===== src/rtl/optimizer_job_scheduler_pkg.sv =====
// Shared types and descriptor layout for the optimizer job scheduler.
package hft_sched_pkg;

  typedef enum logic [1:0] {
    ST_IDLE  = 2'd0,
    ST_ISSUE = 2'd1,
    ST_WAIT  = 2'd2,
    ST_RESP  = 2'd3
  } sched_state_t;

  // Job descriptor: [1:0] base_select, [9:2] strategy_id
  localparam int JOB_DESC_W = 10;
  localparam int BASE_LSB   = 0;
  localparam int BASE_W     = 2;
  localparam int STRAT_LSB  = 2;
  localparam int STRAT_W    = 8;
  localparam int TO_CNT_W   = 16;

endpackage


===== src/rtl/optimizer_job_scheduler_arb.sv =====
// Combinational round-robin arbiter: grants the first requester after
// i_last_grant, wrapping modulo NUM_REQ.
module rr_arbiter #(
  parameter int NUM_REQ = 4,
  parameter int ID_W    = 2
) (
  input  logic [NUM_REQ-1:0] i_req,
  input  logic [ID_W-1:0]    i_last_grant,
  output logic [NUM_REQ-1:0] o_grant,
  output logic [ID_W-1:0]    o_index,
  output logic               o_found
);

  logic [ID_W-1:0] w_idx;

  always_comb begin
    o_grant = '0;
    o_index = '0;
    o_found = 1'b0;
    w_idx   = '0;
    // Scan farthest-to-nearest so the nearest valid requester wins.
    for (int off = NUM_REQ; off >= 1; off--) begin
      w_idx = ID_W'((int'(i_last_grant) + off) % NUM_REQ);
      if (i_req[w_idx]) begin
        o_found = 1'b1;
        o_index = w_idx;
      end
    end
    if (o_found) o_grant[o_index] = 1'b1;
  end

endmodule


===== src/rtl/optimizer_job_scheduler.sv =====
// Shares one optimizer core between NUM_REQ requesters: round-robin accept,
// start pulse, completion/timeout wait, and a valid/ready response channel.
module optimizer_job_scheduler
  import hft_sched_pkg::*;
#(
  parameter int NUM_REQ        = 4,
  parameter int ID_W           = 2,
  parameter int JOB_W          = JOB_DESC_W,
  parameter int TIMEOUT_CYCLES = 1024,
  parameter int PROFIT_W       = 32
) (
  input  logic                     clk,
  input  logic                     rst,
  input  logic                     sched_enable,
  input  logic [NUM_REQ-1:0]       req_valid,
  output logic [NUM_REQ-1:0]       req_ready,
  input  logic [NUM_REQ*JOB_W-1:0] req_job,
  output logic                     core_start,
  output logic [BASE_W-1:0]        core_base_select,
  output logic [STRAT_W-1:0]       core_strategy_id,
  input  logic                     core_complete,
  input  logic                     core_trade_valid,
  input  logic [PROFIT_W-1:0]      core_profit,
  output logic                     rsp_valid,
  input  logic                     rsp_ready,
  output logic [ID_W-1:0]          rsp_id,
  output logic                     rsp_trade_valid,
  output logic [PROFIT_W-1:0]      rsp_profit,
  output logic                     rsp_timeout,
  output logic                     busy,
  output logic [TO_CNT_W-1:0]      timeout_count
);

  localparam int             CNT_W    = $clog2(TIMEOUT_CYCLES);
  localparam logic [CNT_W-1:0] CNT_LAST = CNT_W'(TIMEOUT_CYCLES - 1);

  sched_state_t          r_state;
  sched_state_t          w_next_state;
  logic [ID_W-1:0]       r_last_grant;
  logic [BASE_W-1:0]     r_base;
  logic [STRAT_W-1:0]    r_strat;
  logic [ID_W-1:0]       r_rsp_id;
  logic                  r_rsp_trade;
  logic [PROFIT_W-1:0]   r_rsp_profit;
  logic                  r_rsp_timeout;
  logic [CNT_W-1:0]      r_wait_cnt;
  logic                  r_armed;
  logic [TO_CNT_W-1:0]   r_timeout_count;

  logic [NUM_REQ-1:0]    w_grant;
  logic [ID_W-1:0]       w_index;
  logic                  w_found;
  logic [JOB_W-1:0]      w_job;
  logic                  w_accept;
  logic                  w_done_ok;
  logic                  w_done_to;

  rr_arbiter #(
    .NUM_REQ(NUM_REQ),
    .ID_W   (ID_W)
  ) u_arb (
    .i_req       (req_valid),
    .i_last_grant(r_last_grant),
    .o_grant     (w_grant),
    .o_index     (w_index),
    .o_found     (w_found)
  );

  always_comb begin
    w_job = '0;
    for (int i = 0; i < NUM_REQ; i++) begin
      if (w_index == ID_W'(i)) w_job = req_job[i*JOB_W +: JOB_W];
    end
  end

  always_comb begin
    w_next_state = r_state;
    w_accept     = 1'b0;
    w_done_ok    = 1'b0;
    w_done_to    = 1'b0;
    core_start   = 1'b0;
    req_ready    = '0;
    case (r_state)
      ST_IDLE: begin
        if (sched_enable && w_found && !rst) begin
          req_ready    = w_grant;
          w_accept     = 1'b1;
          w_next_state = ST_ISSUE;
        end
      end
      ST_ISSUE: begin
        core_start   = 1'b1;
        w_next_state = ST_WAIT;
      end
      ST_WAIT: begin
        // Completion only counts once the level has been seen low this job.
        if (r_armed && core_complete) begin
          w_done_ok    = 1'b1;
          w_next_state = ST_RESP;
        end else if (r_wait_cnt == CNT_LAST) begin
          w_done_to    = 1'b1;
          w_next_state = ST_RESP;
        end
      end
      ST_RESP: begin
        if (rsp_ready) w_next_state = ST_IDLE;
      end
      default: w_next_state = ST_IDLE;
    endcase
  end

  always_ff @(posedge clk) begin
    if (rst) begin
      r_state         <= ST_IDLE;
      r_last_grant    <= ID_W'(NUM_REQ - 1);
      r_base          <= '0;
      r_strat         <= '0;
      r_rsp_id        <= '0;
      r_rsp_trade     <= 1'b0;
      r_rsp_profit    <= '0;
      r_rsp_timeout   <= 1'b0;
      r_wait_cnt      <= '0;
      r_armed         <= 1'b0;
      r_timeout_count <= '0;
    end else begin
      r_state <= w_next_state;
      if (w_accept) begin
        r_base       <= w_job[BASE_LSB +: BASE_W];
        r_strat      <= w_job[STRAT_LSB +: STRAT_W];
        r_rsp_id     <= w_index;
        r_last_grant <= w_index;
      end
      if (r_state == ST_ISSUE) begin
        r_wait_cnt <= '0;
        r_armed    <= 1'b0;
      end
      if (r_state == ST_WAIT) begin
        r_wait_cnt <= r_wait_cnt + 1'b1;
        if (!core_complete) r_armed <= 1'b1;
      end
      if (w_done_ok) begin
        r_rsp_trade   <= core_trade_valid;
        r_rsp_profit  <= core_profit;
        r_rsp_timeout <= 1'b0;
      end
      if (w_done_to) begin
        r_rsp_trade   <= 1'b0;
        r_rsp_profit  <= '0;
        r_rsp_timeout <= 1'b1;
        if (r_timeout_count != {TO_CNT_W{1'b1}}) r_timeout_count <= r_timeout_count + 1'b1;
      end
    end
  end

  assign core_base_select = r_base;
  assign core_strategy_id = r_strat;
  assign rsp_valid        = (r_state == ST_RESP);
  assign busy             = (r_state != ST_IDLE);
  assign rsp_id           = r_rsp_id;
  assign rsp_trade_valid  = r_rsp_trade;
  assign rsp_profit       = r_rsp_profit;
  assign rsp_timeout      = r_rsp_timeout;
  assign timeout_count    = r_timeout_count;

endmodule


===== config.mk =====
export PLATFORM = sky130hd
export DESIGN_NAME = optimizer_job_scheduler
export DESIGN_NICKNAME = d
export VERILOG_FILES = /design/src/rtl/optimizer_job_scheduler_pkg.sv /design/src/rtl/optimizer_job_scheduler_arb.sv /design/src/rtl/optimizer_job_scheduler.sv
export SDC_FILE = /design/constraint.sdc
export NUM_CORES = 1
export LEC_CHECK = 0
export ABC_AREA = 1
export BUFFER_PORTS_ARGS = -buffer_cell sky130_fd_sc_hd__buf_2
export CELL_PAD_IN_SITES_DETAIL_PLACEMENT = 1
export CELL_PAD_IN_SITES_GLOBAL_PLACEMENT = 1
export CORE_UTILIZATION = 34
export DETAILED_ROUTE_END_ITERATION = 8
export PLACE_DENSITY_LB_ADDON = 0.1
export SLEW_MARGIN = 20
export SYNTH_ARGS = -nofsm -noshare
export SYNTH_HDL_FRONTEND = slang
export SYNTH_SLANG_ARGS = --single-unit

===== constraint.sdc =====
create_clock -name clk -period 1.9 [get_ports clk]
set_input_delay 0 -clock clk [delete_from_list [all_inputs] [get_ports clk]]
set_output_delay 0 -clock clk [all_outputs]
set_load 0.02 [all_outputs]

* Word-level counts from Yosys, hierarchy flattened
Index checks and enable logic that the tools add are counted.
** Word-level totals
- Flip-flop bits (word level) :: 77
- Input bits :: 82
- Output and inout port bits :: 69
- Word-level logic and storage cells :: 92
** Operators by class
- Add/subtract/negate cells :: 6
- Order comparisons :: 6
- Eq/ne operators :: 11
- Mux-type cells :: 45
- Reduce and logical (&&, ||, !) cells :: 13
** Operator list (count)
- $mux W10 :: 6
- $mux W1 :: 22
- $add A16 B1 Y16 const B :: 1
- $mux W2 :: 8
- $ne A16 B16 Y1 const B :: 1
- $lt A2 B3 Y1 const B :: 5
- $mux W4 :: 3
- $add A10 B1 Y10 const B :: 1
- $eq A10 B10 Y1 const B :: 1
- $bmux W1 S2 :: 4
- $eq A2 B2 Y1 const B :: 4
- $pmux W2 S4 :: 1
- $reduce_bool A2 Y1 :: 3
- $add A2 B1 Y2 const B :: 2
- $add A2 B2 Y2 const B :: 2
- $eq A2 B1 Y1 const B :: 2
- $logic_and A1 B1 Y1 :: 4
- $logic_not A2 Y1 :: 2
- $ne A3 B3 Y1 const B :: 1
- $reduce_and A3 Y1 :: 1
- $demux W1 S2 :: 1
- $ge A2 B1 Y1 const B :: 1
- $ne A2 B1 Y1 const B :: 1
- $ne A2 B2 Y1 const B :: 1
- other kinds (3) :: 3

* Longest topological paths before layout
- Word-level depth :: 14
- Depth in mapped cells :: 16
- Mapped depth without buffers :: 15

* By module
From an unflattened synthesis, not the netlist that was laid out.
** Unflattened totals
- Cell total of the unflattened synthesis :: 570
- Area, all modules :: 3938.8 um^2
** By module, submodules not included
- optimizer_job_scheduler :: times used 1, cells an instance 506, area each 3611.0 um^2, seq. area each 1541.5 um^2
- rr_arbiter :: times used 1, cells an instance 64, area each 327.8 um^2, seq. area each 0.0 um^2

* Worst setup path after synthesis
OpenSTA, ideal clock, no wires.
- Kind :: reg2reg
- From :: register r_state[0]
- To :: register r_wait_cnt[9]
- Library setup time :: 0.086 ns
- Data arrival time :: 1.683 ns
- Required time :: 1.814 ns
- Path slack :: 0.132 ns
- Stages on the path, launching flop included :: 10
- Period minus slack after synthesis :: 1.768 ns
- Cells stage by stage :: dfxtp_1 inv_1 ha_1 clkbuf_1 nand2_1 nor4_1 nand2_1 nor2_1 a21oi_1 a211oi_1
** Between the ends
- Word-level cells in the longest chain between the ends :: 2
- Elaborated cells between the ends (all ways) :: 4
- Classes of those cells :: eq/ne (2); mux (1); reduce/logical (1)
** RTL lines
- start: declaration :: RTL line optimizer_job_scheduler.sv:37 : sched_state_t r_state;
- start signal: assignment :: RTL line optimizer_job_scheduler.sv:126 : r_state <= w_next_state;
- $eq A2 B2 Y1 / $eq A2 B1 Y1 (equally long branches) :: RTL line optimizer_job_scheduler.sv:137, optimizer_job_scheduler.sv:133
- $mux W10 / $reduce_bool A2 Y1 (equally long branches)
- end signal: assignment :: RTL line optimizer_job_scheduler.sv:138 : r_wait_cnt <= r_wait_cnt + 1'b1;
- end: declaration :: RTL line optimizer_job_scheduler.sv:46 : logic [CNT_W-1:0] r_wait_cnt;
Several ways; a longest one is shown, not always the timed one.
A chain may end at the register's enable or synchronous reset.

* Worst setup path after layout
- From :: register r_last_grant[0]
- To :: output port req_ready[0]
** Between the ends
- Word-level cells in the longest chain between the ends :: 14
- Elaborated cells between the ends (all ways) :: 30
- Classes of those cells :: add/sub (4); order compare (2); mux (21); reduce/logical (3)
** RTL lines
- start: declaration :: RTL line optimizer_job_scheduler.sv:39 : logic [ID_W-1:0] r_last_grant;
- start signal: assignment :: RTL line optimizer_job_scheduler.sv:115 : r_last_grant <= ID_W'(NUM_REQ - 1);
- start signal: assignment :: RTL line optimizer_job_scheduler.sv:131 : r_last_grant <= w_index;
- $add A2 B1 Y2 :: RTL line optimizer_job_scheduler_arb.sv:23 : w_idx = ID_W'((int'(i_last_grant) + off) % NUM_REQ);
- $bmux W1 S2 :: RTL line optimizer_job_scheduler_arb.sv:24 : if (i_req[w_idx]) begin
- $mux W1 (implied by the code) :: RTL line optimizer_job_scheduler_arb.sv:24
- $mux W2 (4 in a row) :: RTL line optimizer_job_scheduler_arb.sv:24
- $lt A2 B3 Y1 (implied by the code) / $ge A2 B1 Y1 (equally long branches) :: RTL line optimizer_job_scheduler_arb.sv:29 : if (o_found) o_grant[o_index] = 1'b1;
- $logic_and A1 B1 Y1 (implied by the code) :: RTL line optimizer_job_scheduler_arb.sv:29
- $mux W1 (implied by the code) :: RTL line optimizer_job_scheduler_arb.sv:29
- $demux W1 S2
- $mux W4 :: RTL line optimizer_job_scheduler_arb.sv:29
- $mux W4 * :: RTL line optimizer_job_scheduler.sv:85 : if (sched_enable && w_found && !rst) begin
- $mux W4 * :: RTL line optimizer_job_scheduler.sv:83 : case (r_state)
- end: declaration :: RTL line optimizer_job_scheduler.sv:16 : output logic [NUM_REQ-1:0] req_ready,
Every way passes the cells marked *; elsewhere a longest branch is shown, timed or not. The select of a mux whose other input is x is not followed.

==> results.py <==
metrics = {
    "setup_path": {
        "crit-reg2reg-capture": "r_wait_cnt[9]$_SDFFE_PP0P_",
        "r2r_slack_ps": 90,
        "start_kind": "flop",
        "path_depth": 12,
        "crit_slowest_cell": "dfxtp_4",
        "critical_path.max_fanout": 8,
        "rr_worst_depth": 8,
        "end_kind": "primary output",
        "worstPathRequired_ps": 1900,
        "path_buf_inv": 3,
        "path_cells": "inv_8, nand2_1, nand2_2, nand2_2, nand2_1, nand2_2, nand2_2, nand2_4, nand2_8, buf_6, nor3_4, buf_6",
        "critical_path.top_delay_family": "simple AND/OR/NAND/NOR gates",
        "r2r_start": "r_state[1]$_SDFFE_PP0P_",
        "critical_path_class": "reg2out",
        "worstPathArrival_ps": 1920,
        "critPathMaxStageDelay_ps": 410,
        "timing.critical_path.mode_cell": "nand2_2",
    },
    "floorplan": {
        "fp.dieW_um": 110,
        "die_h_um": 110,
        "core-area_um2": 11400,
        "initial_core_util_pct": 34.8,
        "rows": 39,
        "io_pins": 151,
        "dieArea_um2": 12100,
    },
    "synthesis": {
        "synth_top_area_share_pct": 38.8,
        "syn_avg_cell_area_um2": 6.90,
        "synth_flop_cell": "dfxtp_1",
        "synth-async-reset-ratio_pct": 0,
        "syn_inst": 576,
        "syn-num-nets": 664,
        "yosysWarnings": 0,
        "yosysUniqueCellTypes": 37,
        "ys_top_cells_by_area": "dfxtp_1, nand2_1, nand3_1",
        "yosys_register_bits": 77,
        "yosys-top-cells-count": "nand2_1, dfxtp_1, nand3_1",
        "synth_edf_count": 0,
        "synth_top_area_cell": "dfxtp_1",
        "ys_seq_area_share_pct": 38.8,
        "synth_area_um2": 3980,
        "synth_most_common_cell": "nand2_1",
    },
    "route": {
        "drc_errors": 0,
        "first_pass_iters": 4,
        "drt_iter0_markers": 211,
        "avgViaCountPerCell": 4.84,
        "wire_per_inst_um": 14.5,
        "drt.antenna.violating_nets": 0,
        "wl_um": 13500,
        "via_count": 4504,
    },
    "grt": {
        "grt_pass1_wl_um": 20600,
        "grt_pass1_vias": 4453,
        "track_usage_pct": 22.0,
        "antenna_found_initial": 0,
        "grt_max_degree": 35,
        "grt-ovfl-total": 0,
    },
    "finish": {
        "fillers": 1494,
        "final_cell_area_um2": 5960,
        "drive_gt1_share_pct": 34.5,
        "syn2layout_area_growth_pct": 49.9,
        "nets": 871,
        "antenna_cells": 0,
        "final_cells": 931,
        "final_util_pct": 52.2,
    },
    "timing": {
        "setup_viol": 1,
        "fin_ws_ps": -21.2,
        "period_share_pct": 101,
        "max_freq_mhz": 521,
        "hold_viol": 0,
        "tightest_slew_ps": 459,
        "worst_clock_skew_ps": 8.61,
        "report.final.slew_viol_count": 0,
        "grt_setup_unrepaired": "yes",
        "relSlewSlack_pct": 69.4,
        "period_needed_ps": 1920,
    },
    "clock_network": {
        "cts_root_buf": "clkbuf_16",
        "cts_sinks": 77,
        "cts_tree": "yes",
        "htreeDepth": 3,
        "clk_pin_slew_ps": 60,
        "clock_path_buffers": 2,
        "numCtsBuffers": 9,
        "clock_latency_ps": 340,
    },
    "hold_path": {
        "hp-start": "req_job[32]",
        "min_path_cells": 5,
        "min_to": "core_strategy_id[0]$_SDFFE_PP0P_",
        "hold_class": "in2reg",
    },
    "pwr": {
        "p_leak_nw": 2.74,
        "pwr_density_cell_nw_per_um2": 1200,
        "peakVddDrop_mv": 0.915,
    },
    "status": {
        "outcome": "complete, but fails checks",
        "failed_checks": "negative setup slack",
    },
    "place": {
        "place_inst": 865,
        "postPlaceCellArea_um2": 4950,
        "post-dp-hpwl_um": 9070,
        "port_buffers": 150,
        "place_ws_ps": -82.0,
        "gp_congestion": 0.814,
    },
    "run": {
        "maxCapViolCount": 0,
    },
}
worst register-to-register path: stages, from the launching register on:
cell and delay, ps:
dfxtp_1 370, inv_1 90, ha_1 310, nand2_1 130
nor4_2 270, nand2_1 140, nor2_1 180, a21oi_1 90
a211oi_1 160
report_power, final:
group	switching [W]	internal (W)
Sequential	0.000124	0.00177
Combinational	0.00214	0.00123
Clock	0.000703	0.00116
how the worst max path moves through the flow:
stage / startpoint / to
after CTS: r_last_grant[0]$_SDFFE_PP1P_ / req_ready[0]
after detailed placement: r_last_grant[0]$_SDFFE_PP1P_ / core_base_select[1]$_SDFFE_PP0P_
after floorplan: r_state[0]$_SDFFE_PP0P_ / r_wait_cnt[9]$_SDFFE_PP0P_
after global placement: r_last_grant[0]$_SDFFE_PP1P_ / core_base_select[1]$_SDFFE_PP0P_
final: r_last_grant[0]$_SDFFE_PP1P_ / req_ready[0]
after global routing: r_last_grant[0]$_SDFFE_PP1P_ / req_ready[0]
metal layers:
metal  vias to the layer above  GRT usage (%)  share of wire (%)
li1                       2287              -                  -
met1                      2096           25.3                 43
met2                       102           39.5                 50
met3                        19           6.11                5.2
met4                         0           6.39                1.5
met5                         -              0                  0
layout by cell type (no fill, tap or decap), drive strengths merged:
cell type	netlist	final
a31oi	1	1
and2	1	1
nand3	70	70
bufinv	0	2
nand2	166	167
o21ai	19	19
xor2	3	3
dlygate4sd3	0	37
a21oi	65	65
inv	58	59
nor3	14	14
nand4	7	7
a211oi	2	2
dfxtp	77	77
nor2	53	53
o211ai	1	1
xnor2	3	3
nor3b	1	1
clkbuf	13	11
o21a	2	2
o22ai	1	1
ha	6	6
nor4	3	3
buf	10	181
clkinvlp	0	2
through the flow:
stage	power, W	hold WS, ps	setup TNS, ps
final	0.00712	5.30	-21.2
after floorplan	0.00405	164	0
after global routing	0.00762	31.9	-531
after global placement	0.00466	275	0
after detailed placement	0.00473	282	-344
after CTS	0.00700	4.00	-12.6
cell families (layout without fill, tap and decap cells):
family	after synthesis	in the layout	synth area share, %
buf+inv	81	292	9.07
flops	77	77	38.8
compound gates	91	91	12.4
xor+xnor	6	6	1.32
simple gates	315	316	36.5
fa+ha+maj	6	6	1.89
flip-flops by register name (all words and copies together), names as in the netlist, 2 cells and up:
name,flops
core_base_select,2
core_strategy_id,8
r_state,2
rsp_id,2
r_last_grant,2
r_wait_cnt,10
rsp_profit,32
timeout_count,16
cell type report:
cell class,count,area (um^2),share of cell area [%]
inverter,58,233,3.91
clock buffer,11,233,3.91
sequential,77,1550,26.1
clock inverter,5,83.8,1.41
multi-input combinational,419,2270,38.1
timing repair buffer,218,1410,23.7
tap,143,179,3.00
timing repair:
action / 4_1_cts / 5_1_grt
hold buffers: 37 / 0
buffers inserted: 7 / 6
endpoints found under the hold margin: 37 / 0
setup endpoints to repair: 14 / 57
gates cloned: 1 / 0
resized for setup: 18 / 43
pin swaps: 6 / 15
Note: power is estimated with default switching activity, not from simulation.
